<file path="src/rtl/flex_cnt_pkg.sv">
// rtl/flex_cnt_pkg.sv - shared types and default widths for the flex counter family
//
// Purpose: state encoding and default parameter values shared by
//          flex_counter_ctl and future TX timers.
// Contents:
//   fc_state_t          RUN / HALT counter state
//   DEF_NUM_CNT_BITS    default count width
//   DEF_NUM_WRAP_BITS   default wrap counter width
//   DEF_LOOKAHEAD       default early_flag distance
//   DEF_RST_VAL         default count value after reset
package flex_cnt_pkg;

  typedef enum logic {
    RUN  = 1'b0,
    HALT = 1'b1
  } fc_state_t;

  localparam int DEF_NUM_CNT_BITS  = 4;
  localparam int DEF_NUM_WRAP_BITS = 3;
  localparam int DEF_LOOKAHEAD     = 1;
  localparam int DEF_RST_VAL       = 1;

endpackage

</file>
<file path="src/rtl/flex_counter_ctl_if.sv">
// rtl/flex_counter_ctl_if.sv - control/status bundle between TX controller and flex counter
//
// Purpose: groups the counter's control inputs and status outputs.
// Modports:
//   master  TX controller side: drives clear, count_enable, one_shot,
//           start_value, rollover_value; observes count_out, rollover_flag,
//           early_flag, done, wrap_count
//   slave   counter side: the reverse directions
interface flex_counter_ctl_if
  import flex_cnt_pkg::*;
#(
  parameter int NUM_CNT_BITS  = DEF_NUM_CNT_BITS,
  parameter int NUM_WRAP_BITS = DEF_NUM_WRAP_BITS
);

  logic                     clear;
  logic                     count_enable;
  logic                     one_shot;
  logic [NUM_CNT_BITS-1:0]  start_value;
  logic [NUM_CNT_BITS-1:0]  rollover_value;
  logic [NUM_CNT_BITS-1:0]  count_out;
  logic                     rollover_flag;
  logic                     early_flag;
  logic                     done;
  logic [NUM_WRAP_BITS-1:0] wrap_count;

  modport master (
    output clear, count_enable, one_shot, start_value, rollover_value,
    input  count_out, rollover_flag, early_flag, done, wrap_count
  );

  modport slave (
    input  clear, count_enable, one_shot, start_value, rollover_value,
    output count_out, rollover_flag, early_flag, done, wrap_count
  );

endinterface

</file>
<file path="src/rtl/flex_counter_ctl.sv">
// rtl/flex_counter_ctl.sv - programmable flex counter with lookahead flag, one-shot and wrap count
//
// Purpose: USB TX path timing counter (bit-stuff, byte, packet length).
//          Counts from start_value to rollover_value, then reloads
//          (auto-reload) or halts (one-shot). Counts rollovers since the
//          last clear in a saturating wrap counter.
// Ports:
//   clk    system clock, rising edge
//   n_rst  asynchronous active-low reset
//   bus    flex_counter_ctl_if.slave:
//            in : clear, count_enable, one_shot, start_value, rollover_value
//            out: count_out, rollover_flag, early_flag, done, wrap_count
//          All outputs are registered.
module flex_counter_ctl
  import flex_cnt_pkg::*;
#(
  parameter int NUM_CNT_BITS  = DEF_NUM_CNT_BITS,
  parameter int LOOKAHEAD     = DEF_LOOKAHEAD,
  parameter int NUM_WRAP_BITS = DEF_NUM_WRAP_BITS,
  parameter int RST_VAL       = DEF_RST_VAL
) (
  input logic               clk,
  input logic               n_rst,
  flex_counter_ctl_if.slave bus
);

  localparam logic [NUM_CNT_BITS-1:0] LA_W  = NUM_CNT_BITS'(LOOKAHEAD);
  localparam logic [NUM_CNT_BITS-1:0] RST_W = NUM_CNT_BITS'(RST_VAL);

  fc_state_t                state_q, state_d;
  logic [NUM_CNT_BITS-1:0]  cnt_q, cnt_d;
  logic [NUM_WRAP_BITS-1:0] wrap_q, wrap_d;
  logic                     done_q, done_d;
  logic                     roll_q, roll_d;
  logic                     early_q, early_d;
  logic [NUM_CNT_BITS-1:0]  early_target;

  // Lookahead point wraps modulo 2^NUM_CNT_BITS, like the count itself.
  assign early_target = bus.rollover_value - LA_W;

  always_comb begin
    state_d = state_q;
    cnt_d   = cnt_q;
    wrap_d  = wrap_q;
    done_d  = done_q;

    if (bus.clear) begin
      state_d = RUN;
      cnt_d   = bus.start_value;
      wrap_d  = '0;
      done_d  = 1'b0;
    end else if (state_q == RUN && bus.count_enable) begin
      if (cnt_q == bus.rollover_value) begin
        if (wrap_q != '1) begin
          wrap_d = wrap_q + 1'b1;
        end
        if (bus.one_shot) begin
          state_d = HALT;
          done_d  = 1'b1;
        end else begin
          cnt_d = bus.start_value;
        end
      end else begin
        cnt_d = cnt_q + 1'b1;
      end
    end

    // Flags are evaluated on the next-state count so that, once registered,
    // they line up with the count value they describe.
    roll_d  = (state_d == RUN) && (cnt_d == bus.rollover_value);
    early_d = (state_d == RUN) && (cnt_d == early_target);
  end

  always_ff @(posedge clk or negedge n_rst) begin
    if (!n_rst) begin
      state_q <= RUN;
      cnt_q   <= RST_W;
      wrap_q  <= '0;
      done_q  <= 1'b0;
      roll_q  <= 1'b0;
      early_q <= 1'b0;
    end else begin
      state_q <= state_d;
      cnt_q   <= cnt_d;
      wrap_q  <= wrap_d;
      done_q  <= done_d;
      roll_q  <= roll_d;
      early_q <= early_d;
    end
  end

  assign bus.count_out     = cnt_q;
  assign bus.wrap_count    = wrap_q;
  assign bus.done          = done_q;
  assign bus.rollover_flag = roll_q;
  assign bus.early_flag    = early_q;

endmodule

</file>
<file path="src/flat_wrapper.sv">
// flat-port wrapper written by rule: the top's interface ports become plain ports
module flex_counter_ctl_flat import flex_cnt_pkg::*;
#(
  parameter int NUM_CNT_BITS  = DEF_NUM_CNT_BITS,
  parameter int LOOKAHEAD     = DEF_LOOKAHEAD,
  parameter int NUM_WRAP_BITS = DEF_NUM_WRAP_BITS,
  parameter int RST_VAL       = DEF_RST_VAL
)
  (clk, n_rst, bus_clear, bus_count_enable, bus_one_shot, bus_start_value, bus_rollover_value, bus_count_out, bus_rollover_flag, bus_early_flag, bus_done, bus_wrap_count);
  flex_counter_ctl_if #(.NUM_CNT_BITS(NUM_CNT_BITS), .NUM_WRAP_BITS(NUM_WRAP_BITS)) bus_i ();
  input logic clk;
  input logic n_rst;
  input wire logic [$bits(bus_i.clear)-1:0] bus_clear;
  input wire logic [$bits(bus_i.count_enable)-1:0] bus_count_enable;
  input wire logic [$bits(bus_i.one_shot)-1:0] bus_one_shot;
  input wire logic [$bits(bus_i.start_value)-1:0] bus_start_value;
  input wire logic [$bits(bus_i.rollover_value)-1:0] bus_rollover_value;
  output wire logic [$bits(bus_i.count_out)-1:0] bus_count_out;
  output wire logic [$bits(bus_i.rollover_flag)-1:0] bus_rollover_flag;
  output wire logic [$bits(bus_i.early_flag)-1:0] bus_early_flag;
  output wire logic [$bits(bus_i.done)-1:0] bus_done;
  output wire logic [$bits(bus_i.wrap_count)-1:0] bus_wrap_count;
  assign bus_i.clear = bus_clear;
  assign bus_i.count_enable = bus_count_enable;
  assign bus_i.one_shot = bus_one_shot;
  assign bus_i.start_value = bus_start_value;
  assign bus_i.rollover_value = bus_rollover_value;
  assign bus_count_out = bus_i.count_out;
  assign bus_rollover_flag = bus_i.rollover_flag;
  assign bus_early_flag = bus_i.early_flag;
  assign bus_done = bus_i.done;
  assign bus_wrap_count = bus_i.wrap_count;
  flex_counter_ctl #(.NUM_CNT_BITS(NUM_CNT_BITS), .LOOKAHEAD(LOOKAHEAD), .NUM_WRAP_BITS(NUM_WRAP_BITS), .RST_VAL(RST_VAL)) u_core (.clk(clk), .n_rst(n_rst), .bus(bus_i));
endmodule
</file>
<file path="config.mk">
export PLATFORM = sky130hd
export DESIGN_NAME = flex_counter_ctl_flat
export DESIGN_NICKNAME = d
export VERILOG_FILES = /design/src/rtl/flex_cnt_pkg.sv /design/src/rtl/flex_counter_ctl_if.sv /design/src/rtl/flex_counter_ctl.sv /design/src/flat_wrapper.sv
export SDC_FILE = /design/constraint.sdc
export NUM_CORES = 1
export LEC_CHECK = 0
export ABC_AREA = 0
export BUFFER_PORTS_ARGS = -buffer_cell sky130_fd_sc_hd__buf_2
export CAP_MARGIN = 20
export CORE_ASPECT_RATIO = 1.1
export CORE_MARGIN = 5
export CORE_UTILIZATION = 30
export DETAILED_ROUTE_END_ITERATION = 10
export GPL_TIMING_DRIVEN = 0
export PLACE_DENSITY = 0.49
export RECOVER_POWER = 50
export SETUP_SLACK_MARGIN = 0.2
export SYNTH_ARGS = -nofsm -noshare
export SYNTH_HDL_FRONTEND = slang
export SYNTH_SLANG_ARGS = --single-unit
</file>
<file path="constraint.sdc">
create_clock -name clk -period 2.3 [get_ports clk]
set_clock_uncertainty 0.05 [all_clocks]
set_input_delay 0.115 -clock clk [delete_from_list [all_inputs] [get_ports clk]]
set_output_delay 0.115 -clock clk [all_outputs]
set_load 0.005 [all_outputs]
</file>
==> summary.txt <==
Floorplanning
  – Die H: 64.3 um
  – Cell row count: 19
  – Core region area: 2540 um2
  – Initial Util: 31.6%
  – # IOs: 23
  – Die width: 59.3 um
  – Die area: 3810 um2

Global route
  – Largest net degree at the start of global routing: 12
  – Vias in the first global route: 750
  – GRT Util Overall: 11.3%
  – First-pass GRT wire length: 3.28 mm
  – GRT Residual Overflow: 0
  – Initial antenna violation count: 0

Place
  – Post-place setup slack: -0.258 ns
  – Buffers on Ports: 22
  – Post-DP HPWL: 1.47 mm
  – Placed instance area: 967 um2
  – GPL Wtd Cong: 0.705

Timing
  – Tcrit/Tclk final: 99.2%
  – Max Fclk: 438 MHz
  – Worst-margin pin slew: 0.598 ns
  – Final setup violation count: 0
  – Post-route setup slack: 0.0183 ns
  – Final min period: 2.28 ns
  – Endpoints failing hold: 0
  – RSZ-0062 raised after global routing: true
  – Rel. slew slack: 60.2%
  – Max-slew violation count: 0

Critical path
  – Worst Path Required: 2.44 ns
  – Startpoint Class: flop
  – CP arrival: 2.43 ns
  – Critical path class: flop to flop
  – CP Max Fanout: 4
  – Critical Path Sink Type: flop

Synthesis
  – Post-synthesis sequential area ratio: 34.4%
  – Compound-Gate Fraction of Synth Area: 10.4%
  – Yosys warnings: 0
  – Cell taking the most area after synthesis: dfrtp_1
  – Post-Synth Adder-Cell Area: 6.23%
  – Largest family of logic cells by synthesized area: simple AND/OR/NAND/NOR gates
  – Simple-Gate Fraction of Synth Area: 19.3%
  – Synth top area share: 31.2%
  – Ys flop type: dfrtp_1
  – Mapped Area: 803 um2
  – Distinct cells, synth: 27
  – XOR/XNOR share of the synthesized area: 16.4%
  – Mux cell area share after synthesis: 9.97%
  – Syn Inst Count: 82
  – Avg Cell Area, Syn: 9.80 um2
  – Synth Register Bits: 11
  – Async S/R FF share, synth: 100%
  – Number of synthesized flops with an enable pin: 0
  – Syn nets: 99
  – Synth area leaders: dfrtp_1 31%, mux2i_1 10%, xnor2_1 8.7%, xor2_1 7.6%, ha_1 6.2%

CTS
  – CTS sink count: 11
  – Root Driver: clkbuf_4
  – H-tree levels: 1
  – Total CTS buffers: 3
  – Clock transition at the registers of the reported paths: 0.07 ns
  – Clk_lat worst skew: 0.26 ns
  – CTS Buffer Depth: 2
  – Clock tree from TritonCTS: built

Detailed routing
  – Via count: 717
  – First-pass iteration count of the detailed router: 2
  – Drt drc: 0
  – Routed Antenna Nets: 0
  – Initial drt markers: 5
  – Via density per instance: 4.91
  – Overall routed net length: 1.93 mm
  – WL/cell: 13.2 um

Power
  – VDD IR max: 0.450 mV
  – Leak Pwr: 0.000520 uW
  – Power Dens Cells: 612 nW/um2
  – Power, Total: 659 uW

Finish
  – Area of the multi-input gates: 538 um2
  – Area Overhead vs Synth: 34.0%
  – Final nets: 133
  – Share of cells above drive strength 1: 33.9%
  – Register area: 278 um2
  – Ant diodes: 0
  – # fillers: 254
  – Finished Cell Area: 1080 um2

Status
  – Status: finished, final reports clean

Min path
  – Class of the worst hold path: primary input to flop

Job
  – Max-Cap Viols: 0
[layout by cell type, fill, tap and decap left out, types with 3 or more instances in the layout]
cell type	n
and3_1	3
buf_2	19
buf_4	4
clkbuf_1	5
clkbuf_4	3
dfrtp_1	9
ha_1	4
inv_1	6
mux2i_1	7
nor2_1	10
xnor2_1	8
xor2_1	5
[power breakdown]
part | internal [uW] | leakage, uW | switching (uW) | total [uW]
Clock | 67.0 | 0.0000150 | 59.5 | 126
Combinational | 141 | 0.000364 | 140 | 281
Sequential | 219 | 0.000141 | 31.7 | 251
[synth_stat cells, drive strengths merged, types with 2 or more instances]
master	count
a21oi	2
or4	2
inv	6
nor2b	2
nand3	2
xnor2	8
dfrtp	10
and3	3
o21ai	2
nand4	2
a31oi	2
ha	4
mux2i	8
nor2	11
xor2	7
[cell type report]
class                      count  area share (%)
inverter                       6            2.09
buffer                         1           0.349
sequential                    11            25.8
multi-input combinational     64            50.0
timing repair buffer          29            15.7
tap                           31            3.60
clock buffer                   4            2.44
[metrics by stage]
stage | setup TNS [ns] | std cells | hold slack (ns) | util [%]
6_report | 0 | 146 | 0.0922 | 42.3
5_1_grt | -0.168 | 146 | 0.107 | 42.3
4_1_cts | 0 | 146 | 0.0867 | 41.8
3_5_place_dp | -0.339 | 135 | -0.0542 | 38.0
3_3_place_gp | -0.315 | 135 | -0.0568 | 38.0
2_1_floorplan | 0 | 82 | -0.231 | -
[critical path, stage by stage (launching register included)]
cell       delay, ns
dfstp_2         0.56
xor2_2          0.08
nor4_4          0.26
buf_4           0.19
mux2i_2         0.23
a2bb2oi_2       0.10
xnor2_1         0.15
or4_1           0.51
nor2_1          0.09
[metal layers]
layer,vias up,global-route usage (%),wire length [um]
met5,-,0,0
met4,0,4.53,37
met3,4,3.62,101
met2,19,18.2,963
met1,340,13.7,832
li1,354,-,-
[timing repair]
item | CTS | global route
gates resized for setup | 3 | 5
hold endpoints to repair | 11 | 0
endpoints found under the setup margin | 5 | 5
pin swaps | 9 | 2
hold buffers | 1 | 0
buffers inserted | 6 | 0
[final timing paths]
check	depth (start not counted)	end	slack (ns)	startpoint
max	8	u_core.bus.rollover_flag	0.02	u_core.bus.count_out[0]
min	3	u_core.bus.count_out[1]	0.09	bus_start_value[1]
max reg2reg	8	u_core.bus.rollover_flag	0.02	u_core.bus.count_out[0]
min reg2reg	2	u_core.bus.done	0.46	u_core.bus.done
max in group asynchronous	2	u_core.bus.count_out[1]	1.46	n_rst
min in group asynchronous	2	u_core.bus.wrap_count[2]	0.32	n_rst
[registers in the layout, indices dropped and copies added, names as in the netlist]
signal	count
u_core.bus.done	1
u_core.bus.early_flag	1
u_core.bus.count_out	4
u_core.state_q	1
u_core.bus.wrap_count	3
u_core.bus.rollover_flag	1
[cells by family (layout without fill, tap and decap cells)]
group                      count (synthesis)  after routing
DFF                                       11             11
muxes                                      8              8
xor gates and xnor gates                  15             15
buffers and inverters                      7             40
AOI/OAI and AO/OA                         10             10
adders and majority gates                  4              4
and+or+nand+nor                           27             27
Note: power is estimated with default switching activity, not from simulation.
